===== config.mk =====
export PLATFORM = sky130hd
export DESIGN_NAME = dp_ram_be
export DESIGN_NICKNAME = d
export VERILOG_FILES = /design/src/rtl/dp_ram_be.sv
export SDC_FILE = /design/constraint.sdc
export NUM_CORES = 2
export LEC_CHECK = 0
export BUFFER_PORTS_ARGS = -buffer_cell sky130_fd_sc_hd__buf_2
export CAP_MARGIN = 15
export CORE_MARGIN = 5
export CORE_UTILIZATION = 35
export DETAILED_ROUTE_END_ITERATION = 16
export GPL_ROUTABILITY_DRIVEN = 1
export SYNTH_ARGS = -nofsm -noshare
export SYNTH_HDL_FRONTEND = slang
export SYNTH_SLANG_ARGS = --single-unit

===== constraint.sdc =====
create_clock -name clk -period 4.4 [get_ports clk]
set_input_delay 0.88 -clock clk [delete_from_list [all_inputs] [get_ports clk]]
set_output_delay 0.88 -clock clk [all_outputs]
set_load 0.05 [all_outputs]

===== src/rtl/dp_ram_be.sv =====
// dp_ram_be: dual-port synchronous RAM with byte enables and a clear engine.
//
// Port A reads and writes with per-byte write enables. Port B is read-only.
// Both ports share one clock. The read-during-write result is selectable, and
// the read latency can be 1 or 2 cycles. Each read comes with a valid flag.
// A clear engine zeroes every word after reset and whenever clr is pulsed.
//
// Ports:
//   clk       - single clock; all logic runs on the rising edge
//   rst       - synchronous reset, active low
//   clr       - one-cycle request to zero the whole array
//   busy      - high while the clear engine runs
//   a_en      - port A access enable (read, or write when a_we != 0)
//   a_we      - port A byte write enables; bit i writes byte i
//   a_addr    - port A address
//   a_din     - port A write data
//   a_dout    - port A read data
//   a_rvalid  - a_dout holds the result of an accepted port A access
//   b_en      - port B read enable
//   b_addr    - port B address
//   b_dout    - port B read data
//   b_rvalid  - b_dout holds the result of an accepted port B read
//
// Read handshake: an enable is accepted on a rising edge only when the clear
// engine is idle and clr is low. Exactly RD_LATENCY cycles later, rvalid is
// high for one cycle together with the data. Nothing can stall a port. dout
// keeps its last delivered value whenever rvalid is low.

module dp_ram_be #(
    parameter int DATA_WIDTH = 32,
    parameter int ADDR_WIDTH = 6,
    parameter int RD_LATENCY = 1,
    parameter int RDW_MODE   = 0
) (
    input  logic                    clk,
    input  logic                    rst,
    input  logic                    clr,
    output logic                    busy,
    input  logic                    a_en,
    input  logic [DATA_WIDTH/8-1:0] a_we,
    input  logic [ADDR_WIDTH-1:0]   a_addr,
    input  logic [DATA_WIDTH-1:0]   a_din,
    output logic [DATA_WIDTH-1:0]   a_dout,
    output logic                    a_rvalid,
    input  logic                    b_en,
    input  logic [ADDR_WIDTH-1:0]   b_addr,
    output logic [DATA_WIDTH-1:0]   b_dout,
    output logic                    b_rvalid
);

    localparam int BE_WIDTH = DATA_WIDTH / 8;
    localparam int DEPTH    = 1 << ADDR_WIDTH;

    if (RD_LATENCY != 1 && RD_LATENCY != 2) begin : g_bad_latency
        $error("dp_ram_be: RD_LATENCY must be 1 or 2");
    end
    if (DATA_WIDTH % 8 != 0) begin : g_bad_width
        $error("dp_ram_be: DATA_WIDTH must be a multiple of 8");
    end

    typedef enum logic [0:0] {
        ST_IDLE  = 1'b0,
        ST_CLEAR = 1'b1
    } state_e;

    state_e                  state_q, state_d;
    logic [ADDR_WIDTH-1:0]   cnt_q, cnt_d;

    logic [DATA_WIDTH-1:0]   mem_q [DEPTH];

    logic                    acc_ok;
    logic                    a_rd, a_wr, b_rd, collide;
    logic [DATA_WIDTH-1:0]   a_old, a_merged, b_old;
    logic [DATA_WIDTH-1:0]   a_rdata, b_rdata;

    logic [DATA_WIDTH-1:0]   a_d1_q, b_d1_q;
    logic                    a_v1_q, b_v1_q;

    // ---------------- clear engine ----------------
    always_comb begin
        state_d = state_q;
        cnt_d   = cnt_q;
        case (state_q)
            ST_IDLE: begin
                if (clr) begin
                    state_d = ST_CLEAR;
                    cnt_d   = '0;
                end
            end
            ST_CLEAR: begin
                // A clr pulse in this state is ignored, so a running count
                // is never restarted by a request.
                if (&cnt_q) begin
                    state_d = ST_IDLE;
                    cnt_d   = '0;
                end else begin
                    cnt_d = cnt_q + 1'b1;
                end
            end
            default: begin
                state_d = ST_IDLE;
                cnt_d   = '0;
            end
        endcase
    end

    always_ff @(posedge clk) begin
        if (!rst) begin
            // Reset starts a full clear from address 0. This also holds
            // when reset arrives in the middle of a clear.
            state_q <= ST_CLEAR;
            cnt_q   <= '0;
        end else begin
            state_q <= state_d;
            cnt_q   <= cnt_d;
        end
    end

    assign busy = (state_q == ST_CLEAR);

    // ---------------- access qualification and read data ----------------
    // An access in the same cycle that clr is sampled is dropped.
    assign acc_ok  = rst && !busy && !clr;
    assign a_rd    = a_en && acc_ok;
    assign a_wr    = a_rd && (|a_we);
    assign b_rd    = b_en && acc_ok;
    assign collide = a_wr && (a_addr == b_addr);

    assign a_old = mem_q[a_addr];
    assign b_old = mem_q[b_addr];

    always_comb begin
        a_merged = a_old;
        for (int i = 0; i < BE_WIDTH; i++) begin
            if (a_we[i]) begin
                a_merged[i*8 +: 8] = a_din[i*8 +: 8];
            end
        end
    end

    // In write-first mode, a read returns the merged word. This covers port A
    // on its own write and port B on a same-address collision. When no byte
    // is enabled, the merged word equals the stored word.
    assign a_rdata = (RDW_MODE == 1) ? a_merged : a_old;
    assign b_rdata = (RDW_MODE == 1 && collide) ? a_merged : b_old;

    // ---------------- storage ----------------
    always_ff @(posedge clk) begin
        if (rst && busy) begin
            mem_q[cnt_q] <= '0;
        end else if (a_wr) begin
            for (int i = 0; i < BE_WIDTH; i++) begin
                if (a_we[i]) begin
                    mem_q[a_addr][i*8 +: 8] <= a_din[i*8 +: 8];
                end
            end
        end
    end

    // ---------------- read pipeline, stage 1 ----------------
    always_ff @(posedge clk) begin
        if (!rst) begin
            a_d1_q <= '0;
            b_d1_q <= '0;
            a_v1_q <= 1'b0;
            b_v1_q <= 1'b0;
        end else begin
            a_v1_q <= a_rd;
            b_v1_q <= b_rd;
            if (a_rd) a_d1_q <= a_rdata;
            if (b_rd) b_d1_q <= b_rdata;
        end
    end

    if (RD_LATENCY == 2) begin : g_lat2
        logic [DATA_WIDTH-1:0] a_d2_q, b_d2_q;
        logic                  a_v2_q, b_v2_q;
        logic                  flush;

        // A read accepted just before a clr pulse would otherwise come out
        // while busy is high. It is dropped so that rvalid stays low and
        // dout holds during the clear.
        assign flush = (state_d == ST_CLEAR);

        always_ff @(posedge clk) begin
            if (!rst) begin
                a_d2_q <= '0;
                b_d2_q <= '0;
                a_v2_q <= 1'b0;
                b_v2_q <= 1'b0;
            end else begin
                a_v2_q <= a_v1_q && !flush;
                b_v2_q <= b_v1_q && !flush;
                if (a_v1_q && !flush) a_d2_q <= a_d1_q;
                if (b_v1_q && !flush) b_d2_q <= b_d1_q;
            end
        end

        assign a_dout   = a_d2_q;
        assign b_dout   = b_d2_q;
        assign a_rvalid = a_v2_q;
        assign b_rvalid = b_v2_q;
    end else begin : g_lat1
        assign a_dout   = a_d1_q;
        assign b_dout   = b_d1_q;
        assign a_rvalid = a_v1_q;
        assign b_rvalid = b_v1_q;
    end

endmodule


==> impl_metrics.tcl <==
set metrics [dict create \
    status "finished clean" \
    globalplace.congestion 0.928 \
    ir_worst_vdd_v 0.000425 \
    rsz0062_at_grt "no" \
    max_stage_delay_ns 0.77 \
    placed_area_mm2 0.108 \
    synthTopCellsByArea "edfxtp_1 (62%), mux4_2 (23%), mux2i_1 (3.9%)" \
    cp_top_family "simple AND/OR/NAND/NOR gates" \
    die_height_um 541 \
    drive_gt1_frac 0.393 \
    nets 5646 \
    clkTransAtPathRegs_ns 0.06 \
    io_buffers 119 \
    core_area_mm2 0.282 \
    dp_hpwl_mm 241 \
    clk_latency_ns 0.89 \
    grtUsageMet3 0.0534 \
    clock_skew_ns 0.0669 \
    num_vias 59300 \
    cts_buffers 211 \
    synth_area_mm2 0.0988 \
    post_cts_buffers 0 \
    stdcell_area_mm2 0.115 \
    drt-initial-drc-count 8965 \
    grt-busiest-layer "met2" \
    ctsHoldBuffers 0 \
    drc 0 \
    routed_wirelength_mm 347 \
    synth_top_cell_by_area "edfxtp_1" \
    most-common-layout-cells "edfxtp_1 (2048), mux4_2 (1019), buf_4 (543), mux2i_1 (380), nor2_1 (238)" \
    post-place-ws_ns 0.288 \
    fill_cells 24800 \
    dr.pass1.iters 6 \
    grt_first_pass_wirelength_mm 479 \
    setup_violations 0 \
    hold_viol_final 0 \
    rows 195 \
    die_w_um 541 \
    grt_pass1_vias 58400 \
    power_leakage_nw 36.1 \
    ys_seq_elements 2121 \
    cp.arrival_ns 4.28 \
    cts_tree "built" \
    rrSetupSlack_ns 0.73 \
    fin_ws_ns 0.728 \
    ys_seq_area_frac 0.637 \
    synth_top_cell_area_share 0.623 \
    grt_usage 0.232 \
    root_buffer "clkbuf_16" \
    ys_async_sr_fraction 0 \
    required_ns 5.01 \
    grt_overflow_total 0 \
    grtUsageMet1 0.319 \
    cp_cell_sequence "nor3b_2 -> nand2_2 -> inv_4 -> o41a_2 -> mux2i_2 -> buf_4 -> or3_1 -> nor2_1 -> buf_4" \
    ios 120 \
    yosysUniqueCellTypes 63 \
    finalCritPeriodShare 0.834 \
    start_util 0.351 \
    syn-mean-instance-area_um2 19.4 \
    cpMaxStageDelayCell "mux2i_2" \
    min_path_type "in2reg" \
    cts_resized 0 \
    detail-route-antenna-nets 0 \
    cp-start-kind "flip-flop" \
    max_slew_margin 0.204 \
    syn-num-nets 5144 \
    fin_cells 9527 \
    clock.fmax_ghz 0.272 \
    worst-path-buf-inv 3 \
    setup-tns-final_ns 0 \
    clock_sinks 2121 \
    period_minus_slack_ns 3.67 \
    cpMostUsedCell "buf_4" \
    cts.htree.levels 4 \
    p_per_area_mw_per_mm2 376 \
    dp_cells 9122 \
    die_area_mm2 0.293 \
    crit_type "reg2reg" \
    area_growth_syn_to_layout_pct 16.6 \
    wire_per_inst_um 36.4 \
    grt_max_degree 65 \
    cp_max_fo 9 \
    max_cap_viol_count 0 \
    max_slew.worst_pin.slew_ns 1.19 \
    clockBufferDepth 3 \
    slew_violations 0 \
    antenna_found_initial 29 \
    netlist_instances 5090 \
    grtUsageMet2 0.359 \
    end_kind "flip-flop" \
    synth-edff-count 2048 \
    fin_util 0.409 \
    post_drt_via_cell_ratio 6.22 \
    final_common_cell "edfxtp_1" \
    yosys_warnings 0 \
    ys.flop_type "edfxtp_1" \
]
-- routing by layer --
metal / vias up / part of all wire / wire length, um
met5: - / 0.00036 / 126
met4: 18 / 0.049 / 17100
li1: 22900 / - / -
met3: 676 / 0.11 / 37500
met2: 4006 / 0.46 / 159000
met1: 31700 / 0.38 / 133000
-- metrics by stage --
step | total power [mW] | hold WS [ns]
2_1_floorplan | 23.9 | 0.495
3_3_place_gp | 25.0 | 0.450
3_5_place_dp | 25.0 | 0.466
4_1_cts | 43.5 | 0.383
5_1_grt | 44.4 | 0.409
6_report | 43.4 | 0.422
-- cell type report --
class / instances / area [um^2] / share of cell area
clock inverter: 138 / 1530 / 0.0133
sequential: 2121 / 63000 / 0.547
antenna: 9 / 22.5 / 0.000196
timing repair buffer: 735 / 6230 / 0.0541
multi-input combinational: 2513 / 34100 / 0.296
clock buffer: 258 / 5570 / 0.0483
inverter: 10 / 48.8 / 0.000424
tap: 3743 / 4680 / 0.0407
-- path summary, 6_finish.rpt --
check,start,endpoint,cells past startpoint
min reg2reg,b_dout[12],b_dout[12],2
max,busy,mem_q[16][8],9
min,a_din[24],mem_q[22][24],2
max reg2reg,busy,mem_q[16][8],9
-- report_power, final --
| group | leakage, nW | switching, mW | internal (mW) | total [mW] |
|---|---|---|---|---|
| combinational | 14.0 | 1.71 | 1.07 | 2.77 |
| sequential | 18.6 | 0.0294 | 21.9 | 21.9 |
| clock | 3.43 | 8.12 | 10.6 | 18.7 |
-- Yosys cell counts (all sizes together), types with 48 or more instances --
cell type	instances
buf	242
mux2i	384
clkbuf	204
a22oi	104
a21oi	48
dfxtp	73
nand2	98
mux4	1019
edfxtp	2048
nor2	243
nor4	60
mux2	61
-- registers in the layout (all words and copies together) (netlist names) --
register	flops
b_rvalid	1
mem_q	2048
a_dout	32
cnt_q	6
busy	1
a_rvalid	1
b_dout	32
-- worst reg2reg max path, delay by kind of cell (launching register included) --
family                 cells  cell delay (ns)
and+or+nand+nor            4             1.16
buffers and inverters      3             0.68
AOI/OAI and AO/OA          1             0.38
DFF                        1             0.40
muxes                      1             0.78
-- logic make-up after synthesis --
logic type,Yosys count,share of synthesized area
flip-flops,2121,0.637
multiplexers,1464,0.278
AND/OR/NAND/NOR,625,0.0302
buffers and inverters,456,0.0229
AO/OA/AOI/OAI,423,0.0313
adder cells (fa/ha/maj),1,0.000127
(Power assumes the default switching activity.)
